$ cat config.mk
export PLATFORM = sky130hd
export DESIGN_NAME = regfile_op_sequencer
export DESIGN_NICKNAME = d
export VERILOG_FILES = /design/src/rtl/regfile_pkg.sv /design/src/rtl/regfile_alu.sv /design/src/rtl/regfile_op_sequencer.sv
export SDC_FILE = /design/constraint.sdc
export NUM_CORES = 1
export LEC_CHECK = 0
export CORE_MARGIN = 3
export CORE_UTILIZATION = 45
export DETAILED_ROUTE_END_ITERATION = 6
export GPL_TIMING_DRIVEN = 0
export HOLD_SLACK_MARGIN = 0.06
export PLACE_DENSITY = 0.67
export SKIP_CTS_REPAIR_TIMING = 1
export SLEW_MARGIN = 15
export SYNTH_ARGS = -nofsm -noshare
export SYNTH_HDL_FRONTEND = slang
export SYNTH_SLANG_ARGS = --single-unit
$ cat constraint.sdc
create_clock -name clk -period 11.96 [get_ports clk]
set_input_delay 1.794 -clock clk [delete_from_list [all_inputs] [get_ports clk]]
set_output_delay 1.794 -clock clk [all_outputs]
set_load 0.02 [all_outputs]
$ cat src/rtl/regfile_pkg.sv
// Shared constants for the register-file op sequencer: widths, opcodes and
// FSM state encoding.
package regfile_pkg;

  localparam int DATA_W = 32;
  localparam int ADDR_W = 5;

  localparam logic [2:0] OP_ADD   = 3'd0;
  localparam logic [2:0] OP_SUB   = 3'd1;
  localparam logic [2:0] OP_AND   = 3'd2;
  localparam logic [2:0] OP_OR    = 3'd3;
  localparam logic [2:0] OP_XOR   = 3'd4;
  localparam logic [2:0] OP_SLL   = 3'd5;
  localparam logic [2:0] OP_SRL   = 3'd6;
  localparam logic [2:0] OP_PASSA = 3'd7;

  localparam logic [1:0] ST_IDLE = 2'd0;
  localparam logic [1:0] ST_RD   = 2'd1;
  localparam logic [1:0] ST_EX   = 2'd2;
  localparam logic [1:0] ST_WR   = 2'd3;

endpackage

$ cat src/rtl/regfile_alu.sv
// Combinational ALU for the op sequencer: result, zero flag and carry
// (carry-out for ADD, not-borrow for SUB, 0 otherwise).
module regfile_alu
  import regfile_pkg::*;
(
  input  logic [2:0]        op,
  input  logic [DATA_W-1:0] a,
  input  logic [DATA_W-1:0] b,
  output logic [DATA_W-1:0] result,
  output logic              zero,
  output logic              carry
);

  logic [DATA_W:0] sum;

  always_comb begin
    sum    = {1'b0, a} + {1'b0, b};
    result = '0;
    carry  = 1'b0;
    case (op)
      OP_ADD: begin
        result = sum[DATA_W-1:0];
        carry  = sum[DATA_W];
      end
      OP_SUB: begin
        result = a - b;
        carry  = (a >= b);
      end
      OP_AND:   result = a & b;
      OP_OR:    result = a | b;
      OP_XOR:   result = a ^ b;
      OP_SLL:   result = a << b[4:0];
      OP_SRL:   result = a >> b[4:0];
      OP_PASSA: result = a;
      default:  result = '0;
    endcase
    zero = (result == '0);
  end

endmodule

$ cat src/rtl/regfile_op_sequencer.sv
// Register-file initiator: accepts one ALU command at a time, reads both
// sources, computes in the ALU and writes the result back (IDLE->RD->EX->WR).
module regfile_op_sequencer
  import regfile_pkg::*;
(
  input  logic              clk,
  input  logic              reset,
  // Command handshake: a command transfers on a rising edge where
  // cmd_valid && cmd_ready; while cmd_ready=0 the source holds the command stable.
  input  logic              cmd_valid,
  output logic              cmd_ready,
  input  logic [2:0]        cmd_op,
  input  logic [ADDR_W-1:0] cmd_dst,
  input  logic [ADDR_W-1:0] cmd_srcA,
  input  logic [ADDR_W-1:0] cmd_srcB,
  input  logic              cmd_nowb,
  output logic [ADDR_W-1:0] rf_rdAddrA,
  output logic [ADDR_W-1:0] rf_rdAddrB,
  input  logic [DATA_W-1:0] rf_rdDataA,
  input  logic [DATA_W-1:0] rf_rdDataB,
  output logic [ADDR_W-1:0] rf_wrAddr,
  output logic [DATA_W-1:0] rf_wrData,
  output logic              rf_write,
  output logic              done,
  output logic [DATA_W-1:0] res_data,
  output logic              res_zero,
  output logic              res_carry,
  output logic              busy,
  output logic [1:0]        dbg_state
);

  logic [1:0]        state_q, state_d;
  logic [2:0]        op_q, op_d;
  logic [ADDR_W-1:0] dst_q, dst_d;
  logic [ADDR_W-1:0] srca_q, srca_d;
  logic [ADDR_W-1:0] srcb_q, srcb_d;
  logic              nowb_q, nowb_d;
  logic [DATA_W-1:0] opa_q, opa_d;
  logic [DATA_W-1:0] opb_q, opb_d;
  logic [DATA_W-1:0] res_q, res_d;
  logic              zero_q, zero_d;
  logic              carry_q, carry_d;
  logic [ADDR_W-1:0] wr_addr_q, wr_addr_d;

  logic [DATA_W-1:0] alu_result;
  logic              alu_zero;
  logic              alu_carry;

  regfile_alu u_alu (
    .op     (op_q),
    .a      (opa_q),
    .b      (opb_q),
    .result (alu_result),
    .zero   (alu_zero),
    .carry  (alu_carry)
  );

  always_comb begin
    state_d   = state_q;
    op_d      = op_q;
    dst_d     = dst_q;
    srca_d    = srca_q;
    srcb_d    = srcb_q;
    nowb_d    = nowb_q;
    opa_d     = opa_q;
    opb_d     = opb_q;
    res_d     = res_q;
    zero_d    = zero_q;
    carry_d   = carry_q;
    wr_addr_d = wr_addr_q;
    case (state_q)
      ST_IDLE: begin
        if (cmd_valid) begin
          op_d    = cmd_op;
          dst_d   = cmd_dst;
          srca_d  = cmd_srcA;
          srcb_d  = cmd_srcB;
          nowb_d  = cmd_nowb;
          state_d = ST_RD;
        end
      end
      ST_RD: begin
        opa_d   = rf_rdDataA;
        opb_d   = rf_rdDataB;
        state_d = ST_EX;
      end
      // Result and write address are registered here so WR drives them from flops.
      ST_EX: begin
        res_d     = alu_result;
        zero_d    = alu_zero;
        carry_d   = alu_carry;
        wr_addr_d = dst_q;
        state_d   = ST_WR;
      end
      default: state_d = ST_IDLE;
    endcase
  end

  always_ff @(posedge clk or negedge reset) begin
    if (!reset) begin
      state_q   <= ST_IDLE;
      op_q      <= '0;
      dst_q     <= '0;
      srca_q    <= '0;
      srcb_q    <= '0;
      nowb_q    <= 1'b0;
      opa_q     <= '0;
      opb_q     <= '0;
      res_q     <= '0;
      zero_q    <= 1'b0;
      carry_q   <= 1'b0;
      wr_addr_q <= '0;
    end else begin
      state_q   <= state_d;
      op_q      <= op_d;
      dst_q     <= dst_d;
      srca_q    <= srca_d;
      srcb_q    <= srcb_d;
      nowb_q    <= nowb_d;
      opa_q     <= opa_d;
      opb_q     <= opb_d;
      res_q     <= res_d;
      zero_q    <= zero_d;
      carry_q   <= carry_d;
      wr_addr_q <= wr_addr_d;
    end
  end

  // Strobes decode straight from state so an async reset kills them at once.
  assign cmd_ready  = (state_q == ST_IDLE);
  assign busy       = (state_q != ST_IDLE);
  assign done       = (state_q == ST_WR);
  assign rf_write   = (state_q == ST_WR) && !nowb_q;
  assign rf_rdAddrA = (state_q == ST_RD) ? srca_q : '0;
  assign rf_rdAddrB = (state_q == ST_RD) ? srcb_q : '0;
  assign rf_wrAddr  = wr_addr_q;
  assign rf_wrData  = res_q;
  assign res_data   = res_q;
  assign res_zero   = zero_q;
  assign res_carry  = carry_q;
  assign dbg_state  = state_q;

endmodule

==> flow_metrics.tcl, run 1 <==
set metrics [dict create \
    io_buffers 172 \
    nets 2223 \
    dpl.hpwl_mm 58.0 \
    use_met3_pct 12.1 \
    critPathRequiredTime_ns 12.34 \
    grtUsageMet2_pct 62.4 \
    grt.total_usage_pct 42.2 \
    gp_congestion 1.13 \
    min_path_type "flip-flop to flip-flop" \
    cts_root_buf "clkbuf_16" \
    rsz0062_at_grt "false" \
    drt_wl_total_mm 74.0 \
    worstPathCellList "inv_1 -> clkbuf_1 -> buf_1 -> ha_1 -> clkbuf_4 -> nor3_1 -> o21ai_0 -> a21oi_1 -> nor2_1 -> a21oi_1 -> xnor2_1 -> a2111oi_0 -> nand4_1 -> nor4_1 -> nand4_1 -> o21ai_1" \
    async_reset_ff_share_pct 100 \
    yosysTopAreaCell "dfrtp_1" \
    post-route-period-util_pct 53.4 \
    cp-start-kind "flip-flop" \
    synth_top_area_share_pct 21.4 \
    fp.dieH_um 186 \
    period_needed_ns 6.39 \
    clock_path_buffers 2 \
    syn_avg_cell_area_um2 7.88 \
    path_buf_inv 4 \
    cts_htree_levels 4 \
    wire_per_inst_um 30.2 \
    relSlewSlack_pct 6.37 \
    io_pins 173 \
    fin_setup_tns_ns 0 \
    layout_common_cells "nand2_1 (183), clkdlybuf4s50_1 (171), nor2_1 (157), o21ai_0 (147), dfrtp_1 (124)" \
    die_w_um 186 \
    syn-num-nets 2031 \
    ys_ff_latch 124 \
    r2r_start "opb_q[3]" \
    slew_viol_final 0 \
    cts_buffers 17 \
    crit_type "flip-flop to flip-flop" \
    antenna_found_initial 2 \
    synth_edf_count 0 \
    setup.worst_path.end_class "flip-flop" \
    cts_num_sinks 124 \
    ys_types 94 \
    grt_start_max_net_pins 86 \
    grt_overflow 0 \
    clk_pin_slew_worst_paths_ns 0.07 \
    fmax_mhz 157 \
    synth_cells 1842 \
    critPathArrivalTime_ns 6.76 \
    rows 65 \
    cp_slowest_stage_delay_ns 0.96 \
    grt_pass1_wl_mm 107 \
    busiest_layer "met2" \
    synth_ff_type "dfrtp_1" \
    drc_errors 0 \
    insertion_delay_ns 0.46 \
    maxCapViolations 0 \
    setup_viol 0 \
    status "finished clean" \
    core_area_um2 31700 \
    seq_area_frac_synth_pct 21.4 \
    initial_core_util_pct 45.8 \
    cp_top_family "compound AO/OA/AOI/OAI gates" \
    detail_route.first_pass.iterations 6 \
    critPathLaunch "opb_q[3]" \
    viasPerCell 6.77 \
    cts_tree "yes" \
    fillerInstances 3073 \
    syn2layout_area_growth_pct 19.6 \
    layout_commonest_cell "nand2_1" \
    skew_ns 0.0144 \
    worst_slew_pin_slew_ns 1.39 \
    hold_start "srca_q[2]" \
    design.die.area_um2 34500 \
    hold_viol_final 0 \
    met1_usage_pct 55.4 \
    drt_iter0_drc 2405 \
    final_antenna_net_count 0 \
    vias 16600 \
    grt_pass1_vias 16100 \
    slowest_stage "a2111oi_0" \
    diodes 0 \
    path_max_fanout 11 \
    synth.area.top_cells "dfrtp_1 (21%), ha_1 (8.7%), o21ai_0 (5.1%), mux4_2 (5.0%), nand2_1 (4.7%)" \
    syn_area_um2 14500 \
    drive_gt1_share_pct 11.6 \
    yosysWarningCount 0 \
]
worst register-to-register path, cell delays in order (launching register included):
cell	delay, ns
dfrtp_1	0.48
inv_1	0.14
clkbuf_1	0.49
buf_1	0.74
ha_1	0.40
clkbuf_4	0.20
nor3_1	0.50
o21ai_0	0.44
a21oi_1	0.42
nor2_1	0.12
a21oi_1	0.20
xnor2_1	0.09
a2111oi_0	0.96
nand4_1	0.32
nor4_1	0.57
nand4_1	0.16
o21ai_1	0.11
final timing paths:
path,cells past startpoint,endpoint,slack [ns]
max in group asynchronous,2,srca_q[1],9.90
min in group asynchronous,1,opa_q[30],1.26
setup reg to reg,16,res_zero,5.57
setup / recovery,16,res_zero,5.57
hold reg to reg,1,srca_q[2],0.50
hold / removal,1,srca_q[2],0.50
routing by layer:
| layer | part of all wire (%) | up-vias |
|---|---|---|
| met5 | 0.018 | - |
| li1 | - | 7106 |
| met1 | 40 | 7947 |
| met2 | 42 | 1260 |
| met4 | 6.4 | 2 |
| met3 | 12 | 260 |
cells in the mapped netlist (all sizes together), types with 5 or more instances:
library cell	instances
nand2b	17
and2	24
a22oi	23
nand3	40
o31ai	15
a21oi	120
ha	101
or3	16
nor2b	19
nor2	157
nand2	183
and3	15
mux2i	68
o21ai	150
a211o	7
a311oi	5
a22o	10
a2bb2oi	6
a221oi	19
dfrtp	124
inv	110
nor4	16
clkbuf	87
a211oi	29
xnor2	11
a31oi	22
nand4	10
or2	8
o21bai	10
o21a	9
a221o	7
o311ai	6
buf	88
mux2	64
o221ai	6
or4	5
o22ai	39
nor3	44
o211ai	34
a21o	13
mux4	32
o2111ai	7
metrics by stage:
step | hold WS [ns] | setup WS (ns) | utilization (%) | instance area, um2 | std cells
after floorplan | 0.471 | 8.13 | - | 14500 | 1842
after global placement | 0.479 | 4.12 | 52.8 | 16700 | 2416
after detailed placement | 0.485 | 5.76 | 52.9 | 16800 | 2417
after CTS | 0.500 | 5.71 | 54.8 | 17400 | 2449
after global routing | 0.513 | 5.37 | 54.8 | 17400 | 2449
final | 0.501 | 5.57 | 54.8 | 17400 | 2449
area by class of cell:
| class | count | area [um2] | share of cell area (%) |
|---|---|---|---|
| tap | 402 | 503 | 2.90 |
| clock buffer | 17 | 425 | 2.45 |
| multi-input combinational | 1433 | 10100 | 58.1 |
| clock inverter | 15 | 169 | 0.972 |
| buffer | 175 | 912 | 5.25 |
| inverter | 110 | 413 | 2.38 |
| timing repair buffer | 173 | 1750 | 10.1 |
| sequential | 124 | 3100 | 17.9 |
cells by family after synthesis:
family / share of synthesized area (%)
compound gates: 26.3
simple gates: 18.7
buf+inv: 9.12
mux: 14.7
flops: 21.4
fa+ha+maj: 8.98
xor+xnor: 0.784
state kept, by name (all words and copies together), names as in the netlist:
signal     cells
opa_q         32
opb_q         32
res_data      32
dst_q          5
rf_wrAddr      5
srca_q         5
srcb_q         5
op_q           3
dbg_state      2
nowb_q         1
res_carry      1
res_zero       1
Power of run 1 is not shown: default switching activity piles up to over one toggle a cycle in this logic, so the estimate is an artifact.
==> run 2, diff against run 1 <==
==> constraint.sdc (replaced) <==
create_clock -name clk -period 6.7 [get_ports clk]
set_input_delay 1.005 -clock clk [delete_from_list [all_inputs] [get_ports clk]]
set_output_delay 1.005 -clock clk [all_outputs]
set_load 0.02 [all_outputs]
==> results of run 2 <==
The final DEF is identical to that of run 1. Status: finished clean.
Among the figures that moved: setup slack after placement 5.76 ns -> 0.499 ns; setup slack after layout 5.57 ns -> 0.312 ns; hold slack 0.501 ns -> 0.475 ns; register-to-register setup slack 5.57 ns -> 0.31 ns
Power of run 2 is left out for the same reason.
